==> src/rtl/minmax_tracker_4_pkg.sv <==
// minmax_tracker_4_pkg: shared state encoding and reset constants for the extrema tracker
package minmax_tracker_4_pkg;

    localparam logic [0:0] ST_EMPTY = 1'b0;
    localparam logic [0:0] ST_TRACK = 1'b1;

    localparam logic [3:0] MAX_RST = 4'h0;
    localparam logic [3:0] MIN_RST = 4'hF;

endpackage

==> src/rtl/comb_comp_4.sv <==
// comb_comp_4: unsigned 4-bit magnitude comparator (a vs b)
module comb_comp_4 (
    input  logic [3:0] a,
    input  logic [3:0] b,
    output logic       gt,
    output logic       eq,
    output logic       lt
);

    // Purely combinational relation of a to b
    always_comb begin
        gt = a > b;
        eq = a == b;
        lt = a < b;
    end

endmodule

==> src/rtl/minmax_tracker_4.sv <==
// minmax_tracker_4: running max/min of a 4-bit sample stream with event pulses and saturating count
module minmax_tracker_4
    import minmax_tracker_4_pkg::*;
#(
    parameter int CNT_W = 8
) (
    input  logic             clk,
    input  logic             rst_n,
    input  logic             clr,
    input  logic             in_valid,
    input  logic [3:0]       in_data,
    output logic             in_ready,
    output logic [3:0]       max_out,
    output logic [3:0]       min_out,
    output logic             have_data,
    output logic             new_max,
    output logic             new_min,
    output logic [CNT_W-1:0] sample_cnt,
    output logic             cnt_sat
);

    localparam logic [CNT_W-1:0] CNT_MAX = '1;
    localparam logic [CNT_W-1:0] CNT_ONE = {{(CNT_W-1){1'b0}}, 1'b1};

    logic [0:0]       state_q, state_d;
    logic [3:0]       max_q, max_d;
    logic [3:0]       min_q, min_d;
    logic             new_max_q, new_max_d;
    logic             new_min_q, new_min_d;
    logic [CNT_W-1:0] cnt_q, cnt_d;
    logic             accept;
    logic             max_gt;
    logic             min_lt;

    comb_comp_4 u_cmp_max (
        .a  (in_data),
        .b  (max_q),
        .gt (max_gt),
        .eq (),
        .lt ()
    );

    comb_comp_4 u_cmp_min (
        .a  (in_data),
        .b  (min_q),
        .gt (),
        .eq (),
        .lt (min_lt)
    );

    assign in_ready = !clr;
    assign accept   = in_valid && in_ready;

    // Next-state: clr wins over any sample; first accept seeds both extrema, later ones compare
    always_comb begin
        state_d   = state_q;
        max_d     = max_q;
        min_d     = min_q;
        cnt_d     = cnt_q;
        new_max_d = 1'b0;
        new_min_d = 1'b0;
        if (clr) begin
            state_d = ST_EMPTY;
            max_d   = MAX_RST;
            min_d   = MIN_RST;
            cnt_d   = '0;
        end else if (accept) begin
            state_d = ST_TRACK;
            cnt_d   = (cnt_q == CNT_MAX) ? cnt_q : cnt_q + CNT_ONE;
            if (state_q == ST_EMPTY) begin
                max_d     = in_data;
                min_d     = in_data;
                new_max_d = 1'b1;
                new_min_d = 1'b1;
            end else begin
                max_d     = max_gt ? in_data : max_q;
                min_d     = min_lt ? in_data : min_q;
                new_max_d = max_gt;
                new_min_d = min_lt;
            end
        end
    end

    // State registers, cleared asynchronously by rst_n
    always_ff @(posedge clk or negedge rst_n) begin
        if (!rst_n) begin
            state_q   <= ST_EMPTY;
            max_q     <= MAX_RST;
            min_q     <= MIN_RST;
            cnt_q     <= '0;
            new_max_q <= 1'b0;
            new_min_q <= 1'b0;
        end else begin
            state_q   <= state_d;
            max_q     <= max_d;
            min_q     <= min_d;
            cnt_q     <= cnt_d;
            new_max_q <= new_max_d;
            new_min_q <= new_min_d;
        end
    end

    assign max_out    = max_q;
    assign min_out    = min_q;
    assign have_data  = state_q == ST_TRACK;
    assign new_max    = new_max_q;
    assign new_min    = new_min_q;
    assign sample_cnt = cnt_q;
    assign cnt_sat    = cnt_q == CNT_MAX;

endmodule

==> config.mk <==
export PLATFORM = sky130hd
export DESIGN_NAME = minmax_tracker_4
export DESIGN_NICKNAME = d
export VERILOG_FILES = /design/src/rtl/minmax_tracker_4_pkg.sv /design/src/rtl/comb_comp_4.sv /design/src/rtl/minmax_tracker_4.sv
export SDC_FILE = /design/constraint.sdc
export NUM_CORES = 1
export LEC_CHECK = 0
export ABC_AREA = 1
export CORE_UTILIZATION = 48
export CTS_CLUSTER_DIAMETER = 50
export DETAILED_ROUTE_END_ITERATION = 10
export PLACE_DENSITY = 0.79
export SLEW_MARGIN = 10
export SYNTH_ARGS = -nofsm -noshare
export SYNTH_HDL_FRONTEND = slang
export SYNTH_SLANG_ARGS = --single-unit
==> constraint.sdc <==
create_clock -name clk -period 1.9 [get_ports clk]
set_input_delay 0.38 -clock clk [delete_from_list [all_inputs] [get_ports clk]]
set_output_delay 0.38 -clock clk [all_outputs]
set_load 0.01 [all_outputs]
Word-level counts from Yosys, hierarchy flattened
Cells that the tools add are included.
{"block": "totals", "memories": 0, "rom_bits": 0, "regBits": 19, "elab_cells": 38, "mem_bits_rw": 0, "output_inout_bits": 21, "latch_bits": 0}
{"block": "op_classes", "div": 0, "bitwise": 0, "mux": 19, "n_reduce_logical": 6, "eq_ne": 4, "n_mul": 0, "add_sub_neg": 1, "order_cmp": 2, "shifts": 0}
{"cell": "$mux W4", "n": 8}
{"cell": "$mux W8", "n": 3}
{"cell": "$add A8 B1 Y8 const B", "n": 1}
{"cell": "$eq A8 B8 Y1 const B", "n": 1}
{"cell": "$mux W1", "n": 8}
{"cell": "$ne A3 B2 Y1 const B", "n": 2}
{"cell": "$reduce_and A2 Y1", "n": 3}
{"cell": "$gt A4 B4 Y1", "n": 1}
{"cell": "$lt A4 B4 Y1", "n": 1}
{"cell": "$ne A2 B2 Y1 const B", "n": 1}
{"cell": "$reduce_bool A2 Y1", "n": 1}
{"cell": "$logic_and A1 B1 Y1", "n": 1}
{"cell": "$logic_not A1 Y1", "n": 1}

Logic depth before layout (Yosys ltp)
{"block": "depth", "ltp_word": 5, "depth_mapped": 12, "depth_no_buf": 12}

Hierarchy
Synthesis repeated with hierarchy kept, for this count alone.
{"block": "hier_totals", "hier_cells": 157, "hier_area_um2": 1184.9}
{"mod": "minmax_tracker_4", "n_inst": 1, "seq_area_each_um2": 480.5, "area_each_um2": 954.7, "cells_per_inst": 117}
{"mod": "comb_comp_4", "n_inst": 2, "seq_area_each_um2": 0.0, "area_each_um2": 115.1, "cells_per_inst": 20}

Worst setup path after synthesis
No wires, ideal clock.
{"block": "synth_timing", "path_type": "register to register", "startpoint": "reg min_q[3] (netlist: min_out[3])", "endpoint": "reg min_q[0] (netlist: min_out[0])", "required_time_ps": 1824, "setup_slack_ps": 443, "stages_incl_launch_ff": 9, "path_buffers": 0, "setup_ps": 76, "arrival_ps": 1381, "cell_sequence": "dfstp_2 inv_1 ha_1 a21oi_1 nand2_1 nand2_1 nand2_1 nand2_1 nand2_1"}
{"block": "synth_between", "elab_chain_len": 3}
{"item": "start, declared", "line": "minmax_tracker_4.sv:27", "source": "logic [3:0] min_q, min_d;"}
{"item": "start signal, assigned", "line": "minmax_tracker_4.sv:96", "source": "min_q <= min_d;"}
{"item": "$lt A4 B4 Y1", "line": "comb_comp_4.sv:14", "source": "lt = a < b;"}
{"item": "$ne A3 B2 Y1 (no source line)"}
{"item": "$reduce_and A2 Y1 (no source line)"}
Every way passes these cells.
A chain may end at the register's enable or synchronous reset.

Worst setup path after layout
{"block": "layout_timing", "startpoint": "reg cnt_q[0] (netlist: sample_cnt[0])", "endpoint": "out cnt_sat"}
{"block": "layout_between", "elab_chain_len": 1}
{"item": "start, declared", "line": "minmax_tracker_4.sv:30", "source": "logic [CNT_W-1:0] cnt_q, cnt_d;"}
{"item": "start signal, assigned", "line": "minmax_tracker_4.sv:97", "source": "cnt_q <= cnt_d;"}
{"item": "$eq A8 B8 Y1", "line": "minmax_tracker_4.sv:109", "source": "assign cnt_sat = cnt_q == CNT_MAX;"}
{"item": "end, declared", "line": "minmax_tracker_4.sv:19", "source": "output logic cnt_sat"}
Every way passes these cells.

==> summary.md <==
| Metric | Value |
|---|---|
| Outcome | `completed` |
| Syn_nets | `162` |
| Num rows | `17` |
| P&R area growth vs syn | `37.7%` |
| DR WL/cell | `11.8 µm` |
| R2R depth | `8` |
| Vias post-DR | `1,091` |
| Iter 0 DRT Violations | `12` |
| Critical path type | `reg -> out` |
| Number of vias per cell | `5.03` |
| Yosys cell types | `23` |
| Nets | `206` |
| Leakage power | `0.786 nW` |
| Die area | `0.00255 mm²` |
| Final setup vio count | `0` |
| Clk sinks | `19` |
| Layout cell share with drive strength beyond 1 | `18.0%` |
| CP endpoint kind | `primary output` |
| CP startpoint kind | `register` |
| Worst-margin pin slew | `0.273 ns` |
| Largest net degree at the start of global routing | `20` |
| Reg2reg end | `min_out[0]$_DFFE_PN1P_` |
| DRT Wirelength | `2.55 mm` |
| Number of remaining DRC errors | `0` |
| Area of the core | `0.00221 mm²` |
| Final Hold Fails | `0` |
| Post-DP HPWL | `2.03 mm` |
| Final WS setup | `0.108 ns` |
| Die X | `50.5 µm` |
| Top Ports | `29` |
| Peak supply drop | `0.546 mV` |
| Minimum clock period after layout | `1.79 ns` |
| Fmax | `558 MHz` |
| Flop-to-flop setup slack | `0.30 ns` |
| Crit path max fanout | `2` |
| Crit Reg-Reg Startpoint | `min_out[3]$_DFFE_PN1P_` |
| FF+latch count, synth | `19` |
| Clk_skew | `0.00562 ns` |
| Yosys warns | `0` |
| Pre-antenna DRT Iters | `4` |
| Clk slew on worst S/H paths | `0.11 ns` |
| Worst-Skew Late Latency | `0.29 ns` |
| Grt ovf | `0` |
| Die Ht | `50.5 µm` |
| Syn Area/Cell | `7.73 µm²` |
| Placed cells | `212` |
| Pwr dens | `657 mW/mm²` |
| PortBufs | `28` |
| Period utilization | `94.3%` |
| RePlAce Congestion | `0.817` |
| Seq/Total Area, Yosys | `42.6%` |
| First-pass GRT wire length | `4.46 mm` |
| Rel. slew slack | `81.7%` |
| Post-Syn Instances | `146` |
| Inserted Clock Buffers | `3` |
| Max-cap violations | `0` |
| Vias in the first global route | `1,102` |
| Tot Pwr | `1.02 mW` |
| Residual antenna-violating net count after detailed routing | `0` |
| Htree depth | `1` |
| Hold crit path type | `in -> async` |
| Effective utilization at floorplan | `51.0%` |
| Max-slew violation count | `0` |
| Data required, critical path | `1.52 ns` |
| Diode count | `0` |
| CTS max path bufs | `2` |
| Crit path DAT | `1.41 ns` |
| Post-Layout Cell Count | `217` |
| Clock root cell | `clkbuf_4` |
| Overall routing resource usage | `23.6%` |
| Synth Cell Area | `0.00113 mm²` |
| Initial antenna violation count | `0` |
| CTS tree | `built` |
| RSZ-0062 raised after global routing | `false` |
| Pre-CTS setup slack | `-0.143 ns` |
==> timing repair <==
action | in CTS | in global routing
gates resized for setup | 1 | 0
endpoints found under the setup margin | 1 | 0
hold buffers | 0 | 0
setup buffers | 1 | 0
==> worst max-delay path, cell delays in order (launching register included) <==
cell and delay (ns):
dfrtp_1 0.41, ha_1 0.21, nand2_1 0.09, nor2_2 0.05
nand2_2 0.06, inv_1 0.04, dlygate4sd2_1 0.27
==> worst max path at each step <==
stage,from,endpoint,slack [ns],cells past startpoint
2_1_floorplan,min_out[3]$_DFFE_PN1P_,min_out[0]$_DFFE_PN1P_,0.44,8
3_3_place_gp,in_data[2],max_out[2]$_DFFE_PN0P_,-0.02,11
3_5_place_dp,in_data[2],max_out[1]$_DFFE_PN0P_,-0.14,11
4_1_cts,clr,in_ready,0.1,3
5_1_grt,sample_cnt[0]$_DFFE_PN0P_,cnt_sat,0.03,6
6_report,sample_cnt[0]$_DFFE_PN0P_,cnt_sat,0.11,6
==> sequential cells by signal, summed over array words and instances, names as in the netlist <==
signal      cells
min_out         4
have_data       1
new_min         1
max_out         4
new_max         1
sample_cnt      8
==> area by class of cell <==
class	instances	area (µm²)
clock buffer	4	26.3
multi-input combinational	107	572
tap	28	35.0
sequential	19	480
timing repair buffer	40	369
inverter	19	71.3
fill	189	658
==> power breakdown <==
group	switching [mW]	internal, mW
Sequential	0.0296	0.452
Combinational	0.160	0.176
Clock	0.121	0.0815
==> metal layers <==
layer	share of wire, %	global-route usage [%]
met2	51	44.7
met3	4.1	3.03
met1	44	25.5
met4	1.1	11.6
met5	0	0
==> stage by stage <==
stage          setup TNS (ns)  hold WS, ns  utilization (%)  instance area, µm²
2_1_floorplan               0       0.0844                -                1130
3_3_place_gp          -0.0646        0.463             68.8                1520
3_5_place_dp           -0.655        0.463             68.8                1520
4_1_cts                     0        0.407             70.2                1550
5_1_grt                     0        0.445             70.2                1550
6_report                    0        0.407             70.2                1550
==> layout by cell type, fill, tap and decap left out, types with 2 or more instances in the layout <==
cell type / instances
nand2_2: 2
clkbuf_4: 3
a21oi_1: 5
dfrtp_1: 15
inv_2: 5
ha_1: 8
nand3_1: 14
nor2_2: 3
dfstp_2: 4
inv_1: 14
or2_1: 3
or2_2: 2
nand2_1: 53
clkdlybuf4s50_1: 27
nor2_1: 4
o21ai_1: 3
a21boi_1: 3
buf_4: 12
==> kinds of logic after synthesis <==
logic type               after synthesis  share of synthesized area [%]
buffers and inverters                 20                           6.76
AND/OR/NAND/NOR                       82                           31.4
adder cells (fa/ha/maj)                8                           8.87
AO/OA/AOI/OAI                         16                           9.64
flip-flops                            19                           42.6
XOR/XNOR                               1                          0.776
==> synthesized netlist by cell type <==
library cell	count	area (µm²)
dfrtp_1	15	375
or2_2	2	12.5
o21ai_1	3	15.0
o21ai_4	1	16.3
or2_1	3	18.8
xor2_1	1	8.76
dfstp_2	4	105
inv_2	5	18.8
inv_1	14	52.6
buf_2	1	5.00
ha_1	8	100
a21oi_1	5	25.0
nand2_1	53	199
nor2_2	3	18.8
o21ai_0	1	5.00
a21boi_1	3	22.5
a21oi_2	1	8.76
nand3b_1	1	7.51
nand2_2	2	12.5
o21ai_2	1	8.76
o21bai_1	1	7.51
nand3_1	14	70.1
nor2_1	4	15.0
Note: power is estimated with default switching activity, not from simulation.
